### src/rtl/jk_reg_bank.sv
// jk_reg_bank: WIDTH JK flip-flops with parallel load, clock enable, and up-count, down-count and rotate-left word modes.
// Latency: new q/q_n/chg one clock after the sampling edge; tc is combinational (zero cycles) from q and mode.
// Backpressure: none; the register accepts an update on every rising edge; load overrides en, and en=0 holds q.
//
// Ports:
//   clk          rising-edge clock for all state
//   rst_n        asynchronous active-low reset; forces q=RESET_VAL, chg=0
//   en           clock enable for JK / count / rotate updates
//   load         synchronous parallel load of d (ignores en, mode, j, k)
//   d[W]         parallel load data
//   mode[2]      00 JK, 01 up-count, 10 down-count, 11 rotate-left
//   j[W], k[W]   per-bit JK controls, used only in mode 00
//   q[W]         register state
//   q_n[W]       always exactly ~q (derived, never stored separately)
//   tc           terminal count: all-ones in up mode, zero in down mode
//   chg          registered; high for one cycle after an edge that changed q
//
// WIDTH is meant to be 2..32. Rotate needs at least two bits, and 32 keeps
// cascades of banks the natural way to build wider counters.
module jk_reg_bank #(
  parameter int unsigned            WIDTH     = 8,
  parameter logic [WIDTH-1:0]       RESET_VAL = '0
) (
  input  logic             clk,
  input  logic             rst_n,
  input  logic             en,
  input  logic             load,
  input  logic [WIDTH-1:0] d,
  input  logic [1:0]       mode,
  input  logic [WIDTH-1:0] j,
  input  logic [WIDTH-1:0] k,
  output logic [WIDTH-1:0] q,
  output logic [WIDTH-1:0] q_n,
  output logic             tc,
  output logic             chg
);

  typedef enum logic [1:0] {
    MODE_JK   = 2'b00,
    MODE_UP   = 2'b01,
    MODE_DOWN = 2'b10,
    MODE_ROTL = 2'b11
  } mode_t;

  localparam logic [WIDTH-1:0] ALL_ONES = '1;
  localparam logic [WIDTH-1:0] ZERO     = '0;
  localparam logic [WIDTH-1:0] ONE      = WIDTH'(1);

  mode_t            mode_sel;
  logic [WIDTH-1:0] q_reg;
  logic [WIDTH-1:0] q_nxt;
  logic [WIDTH-1:0] jk_nxt;
  logic [WIDTH-1:0] up_nxt;
  logic [WIDTH-1:0] down_nxt;
  logic [WIDTH-1:0] rotl_nxt;
  logic [WIDTH-1:0] mode_nxt;

  assign mode_sel = mode_t'(mode);

  // Per-bit JK next state, written as the classic characteristic equation:
  //   q+ = (j & ~q) | (~k & q)
  // which covers hold (00), set (10), clear (01) and toggle (11) in one term.
  assign jk_nxt = (j & ~q_reg) | (~k & q_reg);

  // Word modes. Addition/subtraction are truncated to WIDTH bits, so the
  // all-ones -> 0 and 0 -> all-ones wraps come for free.
  assign up_nxt   = q_reg + ONE;
  assign down_nxt = q_reg - ONE;
  assign rotl_nxt = {q_reg[WIDTH-2:0], q_reg[WIDTH-1]};

  always_comb begin
    mode_nxt = q_reg;
    unique case (mode_sel)
      MODE_JK:   mode_nxt = jk_nxt;
      MODE_UP:   mode_nxt = up_nxt;
      MODE_DOWN: mode_nxt = down_nxt;
      MODE_ROTL: mode_nxt = rotl_nxt;
      default:   mode_nxt = q_reg;
    endcase
  end

  // Update priority: load beats enable, enable gates every mode.
  always_comb begin
    q_nxt = q_reg;
    if (load) begin
      q_nxt = d;
    end else if (en) begin
      q_nxt = mode_nxt;
    end
  end

  always_ff @(posedge clk or negedge rst_n) begin
    if (!rst_n) begin
      q_reg <= RESET_VAL;
      chg   <= 1'b0;
    end else begin
      q_reg <= q_nxt;
      // Compare against the value actually being written, so a reload of the
      // held value or an all-hold JK pattern reports no change.
      chg   <= (q_nxt != q_reg);
    end
  end

  assign q   = q_reg;
  assign q_n = ~q_reg;

  // Terminal count ignores en and load so a downstream bank can use
  // (tc & en) as its own enable on the very next edge.
  always_comb begin
    tc = 1'b0;
    unique case (mode_sel)
      MODE_UP:   tc = (q_reg == ALL_ONES);
      MODE_DOWN: tc = (q_reg == ZERO);
      default:   tc = 1'b0;
    endcase
  end

endmodule

### config.mk
export PLATFORM = sky130hd
export DESIGN_NAME = jk_reg_bank
export DESIGN_NICKNAME = d
export VERILOG_FILES = /design/src/rtl/jk_reg_bank.sv
export SDC_FILE = /design/constraint.sdc
export NUM_CORES = 1
export LEC_CHECK = 0
export ABC_AREA = 1
export CAP_MARGIN = 20
export CORE_UTILIZATION = 46
export DETAILED_ROUTE_END_ITERATION = 6
export PLACE_DENSITY = 0.81
export SLEW_MARGIN = 10
export SYNTH_ARGS = -nofsm -noshare
export SYNTH_HDL_FRONTEND = slang
export SYNTH_SLANG_ARGS = --single-unit
### constraint.sdc
create_clock -name clk -period 2.6 [get_ports clk]
set_clock_uncertainty 0.05 [all_clocks]
set_input_delay 0.52 -clock clk [delete_from_list [all_inputs] [get_ports clk]]
set_output_delay 0.52 -clock clk [all_outputs]
set_load 0.01 [all_outputs]
==> summary.md <==
| Metric | Value |
|---|---|
| Status | `finished with violations` |
| Violated checks | `design-rule violations` |
| Hold bufs inserted after CTS | `0` |
| Standard-cell row count | `19` |
| Tmin final | `2.370 ns` |
| Hold Slack | `roughly 0.5 ns` |
| 1st-iter DRT viols | `68` |
| Pin count of the biggest net entering global routing | `14` |
| CP max stage cell | `dlygate4sd2_1` |
| Die Y | `between 50 and 60 um` |
| CTS tree | `done` |
| Worst setup SP type | `primary input` |
| Register bit total from synthesis | `9` |
| Max reg flops | `8` |
| Most frequent cells in the layout | `90 x nand2_1, 44 x clkdlybuf4s50_1, 33 x buf_4` |
| Worst setup path category | `primary input to primary output` |
| Reg2reg path depth | `19` |
| Core ar. | `2829 um^2` |
| # IOs | `48` |
| Clk_lat worst skew | `roughly 0.26 ns` |
| Ys Warns | `0` |
| Syn nets | `293` |
| RSZ-0062 raised after global routing | `false` |
| Total number of vias | `1794` |
| Synth cell types | `25` |
| Slew @ Worst Pin | `0.4202 ns` |
| Count of final max-slew check failures | `0` |
| WP data arrival | `1.80 ns` |
| Wirelength per Cell | `11.81 um` |
| Clock sink total | `9` |
| Die footprint | `approximately 3300 um^2` |
| Die width | `57.27 um` |
| CP Cell Sequence | `dlygate4sd2_1 > ha_2 > inv_1 > nor4_1 > nand4_1 > a21oi_2 > clkdlybuf4s15_2` |
| Clk root buf | `clkbuf_4` |
| Via/cell ratio | `around 5` |
| Setup crit end kind | `primary output` |
| CP max FO | `4` |
| Required @ worst endpoint | `2.03 ns` |
| Max-Cap Viols | `0` |
| Final period util | `91.16%` |
| Pwr dens | `361.0 nW/um^2` |
| Fmax | `421.9 MHz` |
| VDD IR max | `between 0.3 and 0.4 mV` |
| DRC Markers | `1` |
| GR Util All Layers | `26.64%` |
| Post-synthesis sequential area ratio | `16.03%` |
| Final-report hold violation count | `0` |
| Clock transition at path regs | `about 0.06 ns` |
| Lkg Pwr | `1.124 nW` |
| WL final | `4216 um` |
| Setup Fix Bufs, Post-CTS | `0` |
| CTS buffer count | `3` |
| Final Util | `75.10%` |
| Inserted Diodes | `0` |
| ANT nets after route | `0` |
| Global route overflow | `0` |
| Commonest non-fill, non-tap cell in the layout | `nand2_1` |
| NumNets Final | `363` |
| Mapped Area | `1405 um^2` |
| Synth Instances | `between 200 and 300` |
| R2r startpoint | `q[1]` |
| Port buffer count | `47` |
| Synth Area per Inst | `5.467 um^2` |
| DRT Pass-1 Iters | `6` |
| Starting Density | `49.67%` |
| Clock Path Buffers | `2` |
| Max incr delay on CP | `0.27 ns` |
| Vias in the first global route | `1515` |
| Layout cells sized above 1 | `22.09%` |
| Layout area overhead | `51.20%` |
| Detailed placement HPWL | `3440 um` |
| Reg-to-reg endpoint | `chg` |
| Setup violators final | `0` |
| Slew headroom | `a little under three quarters` |
| Hold Crit Class | `primary input to async pin` |
| H-tree depth | `1` |
| Routability cong. | `between 0.8 and 0.9` |
| Fillers | `258` |
| Global-route wire length before repair | `6817 um` |
| Initial antenna violation count | `0` |
| FF-to-FF setup slack | `0.34 ns` |
-- worst max path at each step --
stage,startpoint,to,slack (ns),cells after the start
after global placement,mode[1],tc,-0.36,7
after global routing,mode[1],chg,0.03,21
after floorplan,mode[0],chg,0.20,21
after CTS,mode[0],tc,-0.004,8
after detailed placement,mode[1],tc,-0.34,7
final,mode[1],tc,0.23,7
-- worst max-delay path, delay by kind of cell --
kind / cells / cell delay, ns
buf+inv: 3 / 0.56
simple gates: 2 / 0.36
compound gates: 1 / 0.15
fa+ha+maj: 1 / 0.21
-- cell families (layout without fill, tap and decap cells) --
logic type / count (synthesis) / after routing / synth area share, %
fa+ha+maj: 6 / 6 / 5.343
buf+inv: 50 / 119 / 15.14
simple gates: 156 / 156 / 49.96
xor+xnor: 2 / 2 / 1.247
flops: 9 / 9 / 16.03
compound gates: 34 / 34 / 12.29
-- power breakdown --
group,switching (W),internal (W)
Clock,0.0000490,0.0000592
Sequential,0.0000150,0.000154
Combinational,0.000252,0.000237
Total,0.000316,0.000451
-- stage by stage --
stage / setup slack (ns) / total power [W] / cell area, um^2 / cells / setup TNS [ns]
after global placement: -0.3609 / 0.0006466 / 2081 / 353 / -0.9381
after CTS: -0.003600 / 0.0007678 / 2120 / 357 / -0.003600
after global routing: 0.03310 / 0.0008328 / 2125 / 357 / 0
final: 0.2298 / 0.0007671 / 2125 / 357 / 0
after detailed placement: -0.3427 / 0.0006536 / 2081 / 353 / -1.196
after floorplan: 0.2030 / 0.0004349 / 1405 / 257 / 0
-- cells in the mapped netlist --
library cell,instances,area (um^2)
dfrtp_1,9,225.2
inv_1,29,108.9
xor2_1,2,17.52
nand3_2,1,10.01
nor2_4,1,11.26
nand2_1,91,341.6
buf_6,1,11.26
buf_2,7,35.03
or2_2,8,50.05
nor4_1,2,12.51
o21ai_1,1,5.000
o21ai_0,9,45.04
ha_1,6,75.07
inv_2,6,22.52
clkbuf_2,1,5.000
o211ai_1,1,7.510
nand2_2,11,68.82
a21oi_1,23,115.1
nor3_1,1,5.000
nor2_2,1,6.260
buf_4,2,15.01
clkbuf_1,4,15.01
nor2_1,6,22.52
nand3_1,31,155.2
nand4_1,3,18.77
-- area by class of cell --
cell class	instances	area, um^2	area share [%]
Tap cell	31	38.79	1.826
Sequential cell	9	225.2	10.60
Multi-Input combinational cell	198	982.2	46.23
Inverter	35	131.4	6.184
Timing Repair Buffer	80	720.7	33.92
Clock buffer	4	26.28	1.237
-- metal layers --
metal	vias up	track usage (%)	wire (um)
met2	57	43.53	1998
met3	5	2.268	215
met4	0	6.620	35
met1	785	38.06	1967
li1	947	-	-
met5	-	0	0
-- timing repair --
item                       in CTS  in global routing
setup endpoints to repair       2                  3
gates resized for setup         8                  4
pin swaps                       1                  2
Note: power is estimated with default switching activity, not from simulation.
